<file path="src/rtl/result_collector_if.sv">
// rtl/result_collector_if.sv - result capture and host readout handshake bundle
interface result_collector_if #(
    parameter int DW = 10
);
    logic          res_valid;
    logic [DW-1:0] res_data;
    logic          out_valid;
    logic          out_ready;
    logic [DW-1:0] out_data;
    logic [1:0]    out_row;
    logic [1:0]    out_col;

    // Producer/host side: drives results in and acceptance of the head entry
    modport master (
        output res_valid,
        output res_data,
        output out_ready,
        input  out_valid,
        input  out_data,
        input  out_row,
        input  out_col
    );

    // Collector side
    modport slave (
        input  res_valid,
        input  res_data,
        input  out_ready,
        output out_valid,
        output out_data,
        output out_row,
        output out_col
    );
endinterface

</file>
<file path="src/rtl/result_collector.sv">
// rtl/result_collector.sv - tags 3x3 matmul results with row/col and buffers them in a FIFO
module result_collector #(
    parameter int DW    = 10,
    parameter int DEPTH = 16,
    localparam int LW   = $clog2(DEPTH) + 1
) (
    input  logic                clk,
    input  logic                rst,
    input  logic                clear,
    result_collector_if.slave   bus,
    output logic                frame_done,
    output logic [7:0]          frame_count,
    output logic                overflow,
    output logic [LW-1:0]       level
);

    localparam int AW = $clog2(DEPTH);
    localparam logic [LW-1:0] FULL_LEVEL = LW'(DEPTH);
    localparam logic [LW-1:0] LEVEL_ONE  = LW'(1);
    localparam logic [AW-1:0] PTR_ONE    = AW'(1);

    typedef struct packed {
        logic [1:0]    row;
        logic [1:0]    col;
        logic [DW-1:0] data;
    } entry_t;

    entry_t        mem [DEPTH];
    entry_t        head;
    logic [AW-1:0] wr_ptr;
    logic [AW-1:0] rd_ptr;
    logic [LW-1:0] level_q;
    logic [1:0]    tag_row;
    logic [1:0]    tag_col;
    logic          not_empty;
    logic          push_req;
    logic          pop;
    logic          push_ok;
    logic          tag_wrap;

    // Handshake decode; clear masks both the incoming result and any pop
    always_comb begin
        not_empty = (level_q != '0);
        push_req  = bus.res_valid & ~clear;
        pop       = not_empty & bus.out_ready & ~clear;
        // A full FIFO still accepts when the head leaves in the same cycle
        push_ok   = push_req & ((level_q != FULL_LEVEL) | pop);
        tag_wrap  = push_req & (tag_row == 2'd2) & (tag_col == 2'd2);
    end

    // Entry storage: only written by accepted pushes, no reset needed
    always_ff @(posedge clk) begin
        if (!rst && push_ok) begin
            mem[wr_ptr] <= '{row: tag_row, col: tag_col, data: bus.res_data};
        end
    end

    // Pointers and occupancy; pointers wrap naturally because DEPTH is a power of two
    always_ff @(posedge clk) begin
        if (rst || clear) begin
            wr_ptr  <= '0;
            rd_ptr  <= '0;
            level_q <= '0;
        end else begin
            if (push_ok) begin
                wr_ptr <= wr_ptr + PTR_ONE;
            end
            if (pop) begin
                rd_ptr <= rd_ptr + PTR_ONE;
            end
            unique case ({push_ok, pop})
                2'b10:   level_q <= level_q + LEVEL_ONE;
                2'b01:   level_q <= level_q - LEVEL_ONE;
                default: level_q <= level_q;
            endcase
        end
    end

    // Row-major tag counters; they advance on dropped results too so tags stay aligned
    always_ff @(posedge clk) begin
        if (rst || clear) begin
            tag_row <= 2'd0;
            tag_col <= 2'd0;
        end else if (push_req) begin
            if (tag_col == 2'd2) begin
                tag_col <= 2'd0;
                tag_row <= (tag_row == 2'd2) ? 2'd0 : tag_row + 2'd1;
            end else begin
                tag_col <= tag_col + 2'd1;
            end
        end
    end

    // Status: frame pulse/count on tag wrap, sticky overflow on a dropped result
    always_ff @(posedge clk) begin
        if (rst) begin
            frame_done  <= 1'b0;
            frame_count <= 8'd0;
            overflow    <= 1'b0;
        end else if (clear) begin
            frame_done  <= 1'b0;
            overflow    <= 1'b0;
        end else begin
            frame_done <= tag_wrap;
            if (tag_wrap) begin
                frame_count <= frame_count + 8'd1;
            end
            if (push_req && !push_ok) begin
                overflow <= 1'b1;
            end
        end
    end

    // Head presentation; outputs read as zero while the FIFO is empty
    always_comb begin
        head          = mem[rd_ptr];
        bus.out_valid = not_empty;
        bus.out_data  = not_empty ? head.data : '0;
        bus.out_row   = not_empty ? head.row  : 2'd0;
        bus.out_col   = not_empty ? head.col  : 2'd0;
        level         = level_q;
    end

endmodule
</file>
<file path="src/flat_wrapper.sv">
// flat-port wrapper written by rule: the top's interface ports become plain ports
module result_collector_flat 
#(
    parameter int DW    = 10,
    parameter int DEPTH = 16,
    localparam int LW   = $clog2(DEPTH) + 1
)
  (clk, rst, clear, frame_done, frame_count, overflow, level, bus_res_valid, bus_res_data, bus_out_ready, bus_out_valid, bus_out_data, bus_out_row, bus_out_col);
  result_collector_if #(.DW(DW)) bus_i ();
  input  logic clk;
  input  logic rst;
  input  logic clear;
  output logic frame_done;
  output logic [7:0] frame_count;
  output logic overflow;
  output logic [LW-1:0] level;
  input wire logic [$bits(bus_i.res_valid)-1:0] bus_res_valid;
  input wire logic [$bits(bus_i.res_data)-1:0] bus_res_data;
  input wire logic [$bits(bus_i.out_ready)-1:0] bus_out_ready;
  output wire logic [$bits(bus_i.out_valid)-1:0] bus_out_valid;
  output wire logic [$bits(bus_i.out_data)-1:0] bus_out_data;
  output wire logic [$bits(bus_i.out_row)-1:0] bus_out_row;
  output wire logic [$bits(bus_i.out_col)-1:0] bus_out_col;
  assign bus_i.res_valid = bus_res_valid;
  assign bus_i.res_data = bus_res_data;
  assign bus_i.out_ready = bus_out_ready;
  assign bus_out_valid = bus_i.out_valid;
  assign bus_out_data = bus_i.out_data;
  assign bus_out_row = bus_i.out_row;
  assign bus_out_col = bus_i.out_col;
  result_collector #(.DW(DW), .DEPTH(DEPTH)) u_core (.clk(clk), .rst(rst), .clear(clear), .bus(bus_i), .frame_done(frame_done), .frame_count(frame_count), .overflow(overflow), .level(level));
endmodule
</file>
<file path="config.mk">
export PLATFORM = sky130hd
export DESIGN_NAME = result_collector_flat
export DESIGN_NICKNAME = d
export VERILOG_FILES = /design/src/rtl/result_collector_if.sv /design/src/rtl/result_collector.sv /design/src/flat_wrapper.sv
export SDC_FILE = /design/constraint.sdc
export NUM_CORES = 1
export LEC_CHECK = 0
export CAP_MARGIN = 40
export CORE_ASPECT_RATIO = 1.1
export CORE_MARGIN = 4
export CORE_UTILIZATION = 41
export CTS_BUF_LIST = sky130_fd_sc_hd__clkbuf_8 sky130_fd_sc_hd__clkbuf_16
export DETAILED_ROUTE_END_ITERATION = 7
export PLACE_DENSITY_LB_ADDON = 0.3
export SETUP_SLACK_MARGIN = 0.1
export SKIP_LAST_GASP = 1
export SYNTH_ARGS = -nofsm -noshare
export SYNTH_HDL_FRONTEND = slang
export SYNTH_SLANG_ARGS = --single-unit
</file>
<file path="constraint.sdc">
create_clock -name clk -period 4.9 [get_ports clk]
set_input_delay 0.735 -clock clk [delete_from_list [all_inputs] [get_ports clk]]
set_output_delay 0.735 -clock clk [all_outputs]
set_load 0.01 [all_outputs]
</file>
==> metrics.txt <==
status finished, final reports clean; Net Count, Synth 579; worst hold path type register to register; WL final 21.61 mm; full die area 27570 um2; share of cells above drive strength 1 22.43%; Die X 158.7 um; vias in the first global route 5762; clock skew 11.18 ps; row cnt 60; DP Cell Count 904; Worst Tran Pin Value 838.7 ps; Seq/Total Area, Yosys 71.75%; Synth Flop Type edfxtp_1; Synth area leader edfxtp_1; final hold violations 0; clk sinks 255; Crit Path Class register to primary output; Worst path slowest cell dfxtp_2; # setup viols final 0; initial antenna violation count 0; register bit total from synthesis 255; H-Tree Depth 1; synthesized area per cell 18.48 um2; Setup TNS 0 ps; Die Ht 173.8 um; CP Capture Type primary output; Port Buf Inserts 44; MaxCap Viol Count 0; PostCTS Resize Cnt 0; Post-CTS Hold Buffers 0; IO Count 45; Slew headroom 44.03%; Vias/cell 5.607; Layout Nets 648; Worst path max stage delay 680 ps; min cycle time layout 3849 ps; CTS Buf Count 27; Final ANT Viol Nets 0; post-route insts no fill 952; most used cell along the critical path a211oi_1; GRT Total Usage 15.74%; drt wl/cell 22.70 um; post-synth top area share 65.69%; CTS root buf clkbuf_16; crit path DAT 3110 ps; drt drc 0; First DRT Iteration DRCs 387; Placeable Area 24550 um2; Post-synth ARST share 0%; critical-path cell list buf_4 > mux4_2 > nor2b_1 > a211oi_1 > a211oi_1 > clkdlybuf4s50_1; Max FO, Critical Path 19; Area contributors post-synth edfxtp_1 66%, mux4_2 12%, dfxtp_1 6.1%, a211oi_1 2.1%, mux2i_1 1.8%; top cells by count, synth 224 x edfxtp_1, 56 x mux4_2, 36 x nor2_1; Synth warnings 0; fillers 2012; Worst-path clk slew 60 ps; Final Max Slew Viols 0; diode count 0; via count 5338; Leak 3.808 nW; Post-Synthesis Cells 554; PD cells 375.1 nW/um2; worst skew pair latency 520 ps; most common cell in the netlist edfxtp_1; unrepaired setup endpoints after global routing no; area grow syn2layout 17.55%; number of synthesized flops with an enable pin 224; Max Clk Rate 259.8 MHz; CTS tree done; largest net degree at the start of global routing 37; worst hold path startpoint u_core.frame_count[7]; setup bufs post-CTS 0; Period Utilization, post-route 78.56%; Data required, critical path 4160 ps; Cell Area, Synth 10240 um2; Final HPWL DP 13.22 mm; VDD IR max 0.2235 mV; first-pass GRT wire length 33.40 mm; grt ovf 0; initial core utilization 41.71%; CTS Buffer Depth 3; synth unique cells 53; Startpoint Class register; First-pass DRT Iterations 5; gpl congestion 0.8458; launching point of the worst reg2reg path u_core.level[0]
path summary, 6_finish.rpt:
kind	to	cells past startpoint	slack, ps
worst max-delay path	bus_out_data[9]	6	1050
worst min-delay path	u_core.frame_count[7]	2	500
worst max register to register	u_core.level[4]	8	2260
worst min register to register	u_core.frame_count[7]	2	500
per-stage QoR:
step	hold WS [ps]	power, W	instance area, um2	util, %	setup WS [ps]
4_1_cts	504.3	0.004551	12040	49.03	898.0
3_3_place_gp	469.8	0.002519	11110	45.27	1450
6_report	497.8	0.004515	12040	49.03	1051
3_5_place_dp	493.1	0.002524	11140	45.38	1464
5_1_grt	543.1	0.004657	12040	49.03	839.8
2_1_floorplan	458.7	0.002464	10240	-	1931
cell type report:
class | instances | area, um2 | area share, %
Clock buffer | 27 | 675.6 | 5.613
Clock inverter | 21 | 221.5 | 1.840
Inverter | 5 | 18.77 | 0.1559
Multi-Input combinational cell | 264 | 2714 | 22.55
Sequential cell | 255 | 7351 | 61.07
Tap cell | 310 | 387.9 | 3.222
Timing Repair Buffer | 70 | 668.1 | 5.551
sequential cells by signal, summed over array words and instances (netlist names), named ones only:
signal / count
u_core.level: 5
u_core.tag_row: 2
u_core.overflow: 1
u_core.frame_count: 8
u_core.frame_done: 1
u_core.rd_ptr: 4
u_core.mem: 224
u_core.tag_col: 2
u_core.wr_ptr: 4
power breakdown:
group	switching (W)	internal (W)
registers	0.00000627	0.00236
clock network	0.000820	0.00122
logic	0.0000650	0.0000463
routing by layer:
| metal | vias to the layer above | track usage (%) | wire [um] |
|---|---|---|---|
| met5 | - | 0 | 0 |
| met4 | 0 | 3.342 | 348 |
| met3 | 32 | 2.497 | 1305 |
| met2 | 171 | 25.86 | 10670 |
| met1 | 2758 | 22.31 | 9284 |
| li1 | 2377 | - | - |
cells by family after synthesis:
group           share of synthesized area [%]
compound gates                          4.497
simple gates                            5.645
xor+xnor                               0.6843
fa+ha+maj                               1.295
mux                                     14.19
flops                                   71.75
buf+inv                                 1.943
cells in the final DEF, fill, tap and decap left out, drive strengths merged, types with 9 or more instances in the layout:
cell type and instances:
mux4 56, dfxtp 31, nor2b 15, mux2i 18, clkdlybuf4s50 44, nand2 13, a211oi 29, buf 26
clkbuf 27, ha 9, a21oi 13, inv 9, nand3 9, edfxtp 224, nor2 37
critical path, delay by kind of cell (launching register included):
family                 cells  cell delay (ps)
AND/OR/NAND/NOR            1              140
AO/OA/AOI/OAI              2              480
multiplexers               1              260
buffers and inverters      2             1020
flip-flops                 1              680
Note: power is estimated with default switching activity, not from simulation.
